--- src/rtl/fft_pwr_pkg.sv ---
// fft_pwr_pkg: shared states, default sizes and helpers for the FFT bin power
// integrator.
package fft_pwr_pkg;

   typedef enum logic [1:0] {SYNC, COLLECT, DUMP} pwr_state_t;

   localparam int unsigned NBINS_DEF = 8;
   localparam int unsigned DW_DEF    = 16;

   typedef logic signed [DW_DEF-1:0] cplx_comp_t;

   // |X|^2 of one complex sample at the default component width.
   function automatic logic [2*DW_DEF:0] sq_mag(input cplx_comp_t re, input cplx_comp_t im);
      logic signed [2*DW_DEF-1:0] re2;
      logic signed [2*DW_DEF-1:0] im2;
      re2 = (2*DW_DEF)'(re) * (2*DW_DEF)'(re);
      im2 = (2*DW_DEF)'(im) * (2*DW_DEF)'(im);
      return {1'b0, re2} + {1'b0, im2};
   endfunction

endpackage

--- src/rtl/fft_pwr_mag_sq.sv ---
// fft_pwr_mag_sq: two-stage registered squaring pipe (S1 capture, S2 squares)
// with valid and bin index carried alongside the data.
module fft_pwr_mag_sq
   import fft_pwr_pkg::*;
#(
   parameter int unsigned DW = DW_DEF,
   parameter int unsigned BW = 3
) (
   input  logic                 clk,
   input  logic                 rstn,
   input  logic                 kill,
   input  logic                 beat_valid,
   input  logic signed [DW-1:0] beat_re,
   input  logic signed [DW-1:0] beat_im,
   input  logic [BW-1:0]        beat_bin,
   output logic                 sq_valid,
   output logic [2*DW-1:0]      re_sq,
   output logic [2*DW-1:0]      im_sq,
   output logic [BW-1:0]        sq_bin
);

   logic                 s1_valid;
   logic signed [DW-1:0] s1_re;
   logic signed [DW-1:0] s1_im;
   logic [BW-1:0]        s1_bin;
   logic signed [2*DW-1:0] re_prod;
   logic signed [2*DW-1:0] im_prod;

   always_comb begin
      re_prod = (2*DW)'(s1_re) * (2*DW)'(s1_re);
      im_prod = (2*DW)'(s1_im) * (2*DW)'(s1_im);
   end

   // A restarting beat may enter S1 in the same cycle older beats are killed.
   always_ff @(posedge clk or negedge rstn) begin
      if (!rstn) begin
         s1_valid <= 1'b0;
         s1_re    <= '0;
         s1_im    <= '0;
         s1_bin   <= '0;
         sq_valid <= 1'b0;
         re_sq    <= '0;
         im_sq    <= '0;
         sq_bin   <= '0;
      end else begin
         s1_valid <= beat_valid;
         if (beat_valid) begin
            s1_re  <= beat_re;
            s1_im  <= beat_im;
            s1_bin <= beat_bin;
         end
         sq_valid <= s1_valid && !kill;
         re_sq    <= unsigned'(re_prod);
         im_sq    <= unsigned'(im_prod);
         sq_bin   <= s1_bin;
      end
   end

endmodule

--- src/rtl/fft_bin_power_acc.sv ---
// fft_bin_power_acc: per-bin |X[k]|^2 integrated over INT_FRAMES FFT frames.
// Optional macro FFT_PWR_SATURATE_EN: accumulators saturate instead of wrapping.
module fft_bin_power_acc
   import fft_pwr_pkg::*;
#(
   parameter int unsigned NBINS      = NBINS_DEF,
   parameter int unsigned DW         = DW_DEF,
   parameter int unsigned ACC_W      = 40,
   parameter int unsigned INT_FRAMES = 4
) (
   input  logic                     clk,
   input  logic                     rstn,
   input  logic [2*DW-1:0]          fft_tdata,
   input  logic [$clog2(NBINS)-1:0] fft_tuser,
   input  logic                     fft_tvalid,
   input  logic                     err_clr,
   output logic [ACC_W-1:0]         pwr_out [NBINS],
   output logic                     pwr_valid,
   output logic                     frame_err,
   output logic [7:0]               frame_cnt
);

   localparam int unsigned BW         = $clog2(NBINS);
   localparam int unsigned SW         = 2*DW + 1;
   localparam logic [BW-1:0] LAST_BIN = BW'(NBINS - 1);
   localparam logic [7:0] LAST_FRAME  = 8'(INT_FRAMES - 1);

   pwr_state_t state, state_nxt;
   logic [BW-1:0] exp_bin, exp_bin_nxt;
   logic          accept;
   logic          seq_err;

   logic            sq_valid;
   logic [2*DW-1:0] re_sq;
   logic [2*DW-1:0] im_sq;
   logic [BW-1:0]   sq_bin;
   logic [SW-1:0]   pwr_sum;
   logic            frame_done;
   logic            window_done;

   logic [ACC_W-1:0] acc     [NBINS];
   logic [ACC_W-1:0] acc_add [NBINS];
   logic [NBINS-1:0] hit;
`ifdef FFT_PWR_SATURATE_EN
   logic [ACC_W:0]   acc_wide [NBINS];
`endif

   fft_pwr_mag_sq #(.DW(DW), .BW(BW)) u_mag_sq (
      .clk        (clk),
      .rstn       (rstn),
      .kill       (seq_err),
      .beat_valid (accept),
      .beat_re    (fft_tdata[DW-1:0]),
      .beat_im    (fft_tdata[2*DW-1:DW]),
      .beat_bin   (fft_tuser),
      .sq_valid   (sq_valid),
      .re_sq      (re_sq),
      .im_sq      (im_sq),
      .sq_bin     (sq_bin)
   );

   assign pwr_sum     = SW'(re_sq) + SW'(im_sq);
   assign frame_done  = sq_valid && (sq_bin == LAST_BIN);
   assign window_done = frame_done && (frame_cnt == LAST_FRAME);

   // Input sequencing runs at the pipe entrance; DUMP is keyed off the pipe exit.
   always_comb begin
      state_nxt   = state;
      exp_bin_nxt = exp_bin;
      accept      = 1'b0;
      seq_err     = 1'b0;
      case (state)
         SYNC: begin
            if (fft_tvalid && fft_tuser == '0) begin
               accept      = 1'b1;
               state_nxt   = COLLECT;
               exp_bin_nxt = BW'(1);
            end
         end
         default: begin
            if (state == DUMP) state_nxt = COLLECT;
            if (fft_tvalid) begin
               if (fft_tuser == exp_bin) begin
                  accept      = 1'b1;
                  exp_bin_nxt = exp_bin + BW'(1);
               end else begin
                  seq_err = 1'b1;
                  if (fft_tuser == '0) begin
                     accept      = 1'b1;
                     state_nxt   = COLLECT;
                     exp_bin_nxt = BW'(1);
                  end else begin
                     state_nxt = SYNC;
                  end
               end
            end
         end
      endcase
      if (window_done && !seq_err) state_nxt = DUMP;
   end

   always_comb begin
      for (int unsigned k = 0; k < NBINS; k++) begin
         hit[k] = sq_valid && (sq_bin == BW'(k));
`ifdef FFT_PWR_SATURATE_EN
         acc_wide[k] = {1'b0, acc[k]} + (ACC_W+1)'(pwr_sum);
         acc_add[k]  = acc_wide[k][ACC_W] ? '1 : acc_wide[k][ACC_W-1:0];
`else
         acc_add[k]  = acc[k] + ACC_W'(pwr_sum);
`endif
      end
   end

   always_ff @(posedge clk or negedge rstn) begin
      if (!rstn) begin
         state     <= SYNC;
         exp_bin   <= '0;
         frame_cnt <= '0;
         frame_err <= 1'b0;
         pwr_valid <= 1'b0;
         for (int unsigned k = 0; k < NBINS; k++) begin
            acc[k]     <= '0;
            pwr_out[k] <= '0;
         end
      end else begin
         state     <= state_nxt;
         exp_bin   <= exp_bin_nxt;
         pwr_valid <= 1'b0;
         if (seq_err)
            frame_err <= 1'b1;
         else if (err_clr)
            frame_err <= 1'b0;

         if (seq_err) begin
            for (int unsigned k = 0; k < NBINS; k++) acc[k] <= '0;
            frame_cnt <= '0;
         end else if (state == DUMP) begin
            // Clear starts the new window with any bin landing this same cycle.
            pwr_valid <= 1'b1;
            for (int unsigned k = 0; k < NBINS; k++) begin
               pwr_out[k] <= acc[k];
               acc[k]     <= hit[k] ? ACC_W'(pwr_sum) : '0;
            end
            frame_cnt <= frame_done ? 8'd1 : 8'd0;
         end else begin
            for (int unsigned k = 0; k < NBINS; k++)
               if (hit[k]) acc[k] <= acc_add[k];
            if (frame_done) frame_cnt <= frame_cnt + 8'd1;
         end
      end
   end

endmodule

--- config.mk ---
export PLATFORM = sky130hd
export DESIGN_NAME = fft_bin_power_acc
export DESIGN_NICKNAME = d
export VERILOG_FILES = /design/src/rtl/fft_pwr_pkg.sv /design/src/rtl/fft_pwr_mag_sq.sv /design/src/rtl/fft_bin_power_acc.sv
export SDC_FILE = /design/constraint.sdc
export NUM_CORES = 2
export LEC_CHECK = 0
export ABC_AREA = 1
export CAP_MARGIN = 25
export CORE_ASPECT_RATIO = 1.5
export CORE_UTILIZATION = 58
export DETAILED_ROUTE_END_ITERATION = 16
export HOLD_SLACK_MARGIN = 0.12
export MAX_ROUTING_LAYER = met4
export PLACE_DENSITY = 0.77
export SYNTH_ARGS = -nofsm -noshare
export SYNTH_HDL_FRONTEND = slang
export SYNTH_SLANG_ARGS = --single-unit
--- constraint.sdc ---
create_clock -name clk -period 13.1 [get_ports clk]
set_clock_uncertainty 0.2 [all_clocks]
set_input_delay 3.275 -clock clk [delete_from_list [all_inputs] [get_ports clk]]
set_output_delay 3.275 -clock clk [all_outputs]
set_load 0.03 [all_outputs]
==> results.txt <==
During synthesis, Yosys emitted a total of 0 warnings. The largest single stage delay on the critical path is 0.88 ns. The setup path with the least slack is of type reg2reg.

The die covers 129000 sq um. The number of antenna violations at the first check in global routing came out at 21. Once the clock tree was built, the resizer swapped 0 gates to a different size. The total number of vias is 74200. The count of cells in the finished layout, fillers not included, comes to 13200.

In this design, the critical path's most frequently occurring cell is fa_1. The final layout net count is 12400. Summed over all instances, the cell type with the most area after synthesis is dfrtp_1. The starting density of the core came out at 0.584. The detailed router finished its first iteration with 6915 violations. For this run, the leading register cell type out of synthesis is dfrtp_1. Subtracting the final worst setup slack from the clock period gives 6.62 ns. The wire length per cell came out at 22.4 um.

The worst slew margin relative to its limit came out at 0.181. The number of placed instances, taps included, is 13000. The count of max-cap constraint violations came out at 0.

Setup violations remaining at the end of the flow were counted as 0. The per-cell via count in the routed design is 5.64. The number of hold buffers added after CTS was 0.

The total CTS buffers is 81. Ranked by instance count, the synthesized netlist is headed by nand2_1, inv_1, nand3_1, dfrtp_1, nor2_1. The most numerous cell in the Yosys netlist is nand2_1. The number of enable-type register cells in the synthesized netlist came out at 0. The final global-route overflow total is 0. The area added between synthesis and finish is 11.4%. The post-synthesis sequential element count is 757. The die span in y is 439 um. The final worst setup slack is 6.48 ns. The highest net fanout along the worst path came out at 18.

The slew of the pin with the lowest slew margin came out at 1.23 ns. The tree is rooted in a clkbuf_16. The total wire length came out at 295000 um.

The count of buffers inserted at the top-level ports came out at 368. The arrival time at the worst endpoint is 7.08 ns. The wire length of the first global-routing pass came out at 431000 um.

In the post-synthesis netlist, the biggest area contributors are dfrtp_1, nand2_1, fa_1, inv_1, ha_1. The average instance in the mapped netlist occupies 6.66 sq um. In the finished design, the share of the clock period the worst path needs comes to 0.505. The number of clock sinks came out at 757. The post-synthesis instance area is 73900 sq um. The fraction of registers with async set/reset came out at 1.00. The worst endpoint required time came out at 13.56 ns. TritonCTS built the clock tree. The via count of the first global-routing pass is 73200. The clock passes through at most 3 buffers. The insertion delay to the later sink of the worst-skew pair came out at 0.76 ns. The die is 293 um wide. The setup total negative slack came out at 0 ns. For this run, the detailed router's first-pass iteration total came to 9. The aggregate global-route resource usage is 0.467. The slowest cell on the critical path is dfrtp_1. The total area inside the core boundary comes to 127000 sq um. The hold violation total from the final report came out at 0. The run finished with clean final reports. The count of fill cells added during filler insertion is 11400. The final number of max-transition violations is 0.

The HPWL after detailed placement is 226000 um. The worst setup path is launched from a register. STA classifies the critical path endpoint as a register. The count of buffers added by post-CTS timing repair for setup came out at 0.

The critical path goes through nand2_1 > fa_1 > inv_1 > fa_1 > fa_1 > fa_1 > fa_1 > inv_1 > fa_1 > inv_1 > ha_1 > nand2_1 > nor2_1 > inv_1 > nor3_1 > nand3_1 > o211ai_1 > xor2_1. The achievable clock frequency came out at 0.151 GHz. The number of nets in the synthesized netlist is 12100. In the routed design, unresolved DRC markers number 0. The area fraction of the dominant cell type after synthesis came out at 0.256. The tightest min-delay check is of the reg2reg type. The netlist uses 49 different library cells. In the final layout, the share of cells above drive strength 1 is 0.0247. The clock transition time at the flip-flop clock pins of the worst setup and hold paths is 0.07 ns. For this run, the register share of the synthesized area comes to 0.256. OpenSTA, run right after detailed placement, puts the worst setup slack at 5.90 ns. The final weighted congestion in routability-driven placement is 1.10.

The synthesized instance count came out at 11100. The maximum number of pins on one net before global-route repair came out at 178. Setup repair after global routing left no endpoint under its margin. The floorplan row count is 160. The number of H-tree levels came out at 3. The number of routed nets with antenna violations came out at 0. For this design the top-level I/O count stands at 369.
-- per-stage QoR --
step / hold WS (ns) / cell area [sq um] / utilization
floorplan: 0.152 / 73900 / -
global placement: 0.170 / 79300 / 0.626
detailed placement: 0.170 / 79400 / 0.627
CTS: 0.189 / 82200 / 0.650
global route: 0.202 / 82300 / 0.651
finish: 0.194 / 82300 / 0.651
-- critical path, delay by kind of cell, from the launching register on --
family	cells	cell delay (ns)
adders and majority gates	7	3.93
and+or+nand+nor	5	0.90
DFF	1	0.88
buffers and inverters	4	0.24
AOI/OAI and AO/OA	1	0.21
xor gates and xnor gates	1	0.17
-- state kept, by name, summed over array words and instances (netlist names), 2 cells and up --
register         count
u_mag_sq.s1_bin      3
state                2
frame_cnt            8
u_mag_sq.s1_re      16
u_mag_sq.re_sq      31
u_mag_sq.s1_im      16
u_mag_sq.im_sq      31
pwr_out            320
u_mag_sq.sq_bin      3
acc                320
exp_bin              3
-- cell families (layout without fill, tap and decap cells) --
logic type | after synthesis | after routing | share of synthesized area
simple gates | 5695 | 5695 | 0.310
buf+inv | 2497 | 2845 | 0.129
compound gates | 1027 | 1027 | 0.0758
fa+ha+maj | 956 | 956 | 0.210
flops | 757 | 757 | 0.256
xor+xnor | 159 | 159 | 0.0188
other cells | 0 | 24 | 0
-- area by class of cell --
| cell class | count | area [sq um] | area share |
|---|---|---|---|
| antenna | 24 | 60.1 | 0.000729 |
| clock buffer | 104 | 2250 | 0.0274 |
| clock inverter | 42 | 556 | 0.00675 |
| inverter | 2268 | 8530 | 0.104 |
| multi-input combinational | 7837 | 45500 | 0.553 |
| sequential | 757 | 18900 | 0.230 |
| tap | 1701 | 2130 | 0.0259 |
| timing repair buffer | 431 | 4340 | 0.0527 |
-- final timing paths --
check	from	endpoint	slack [ns]	cells past startpoint
worst max-delay path	u_mag_sq.s1_im[4]	u_mag_sq.im_sq[27]	6.48	18
worst max register to register	u_mag_sq.s1_im[4]	u_mag_sq.im_sq[27]	6.48	18
max in group asynchronous	rstn	u_mag_sq.s1_im[15]	8.23	3
worst min-delay path	u_mag_sq.s1_bin[0]	u_mag_sq.sq_bin[0]	0.19	0
worst min register to register	u_mag_sq.s1_bin[0]	u_mag_sq.sq_bin[0]	0.19	0
min in group asynchronous	rstn	acc[109]	2.30	1
-- layer usage --
layer	track usage	share of wire
met1	0.483	0.34
met2	0.733	0.46
met3	0.108	0.093
met4	0.436	0.11
met5	-	0
-- cell usage in the layout, fill, tap and decap left out, types with 8 or more instances in the layout --
cell type        count
clkbuf_16           82
xor2_1             115
clkinvlp_4           9
clkinv_2            12
clkbuf_8            12
a21o_1              13
dfrtp_1            757
xnor2_1             42
buf_4               50
o211ai_1            44
o22ai_1             10
nand3b_1            20
or2_2               10
nand2_1           4046
a21boi_0             8
o2111ai_1            8
o21ai_0            276
ha_1               480
and2_1              10
diode_2             24
nand2_2             14
bufinv_16           11
inv_2               10
a22oi_1             21
nand4_1             61
nand3_2             13
nor2_2              10
nor2_1             649
nand3_1            767
inv_1             2249
o21ai_1            156
clkbuf_1            10
o21bai_1            54
nor3_1              67
fa_1               475
clkdlybuf4s50_1    367
a21oi_1            413
nor2_4              10
Power is not shown: default switching activity piles up to over one toggle a cycle in this logic, so the estimate is an artifact.
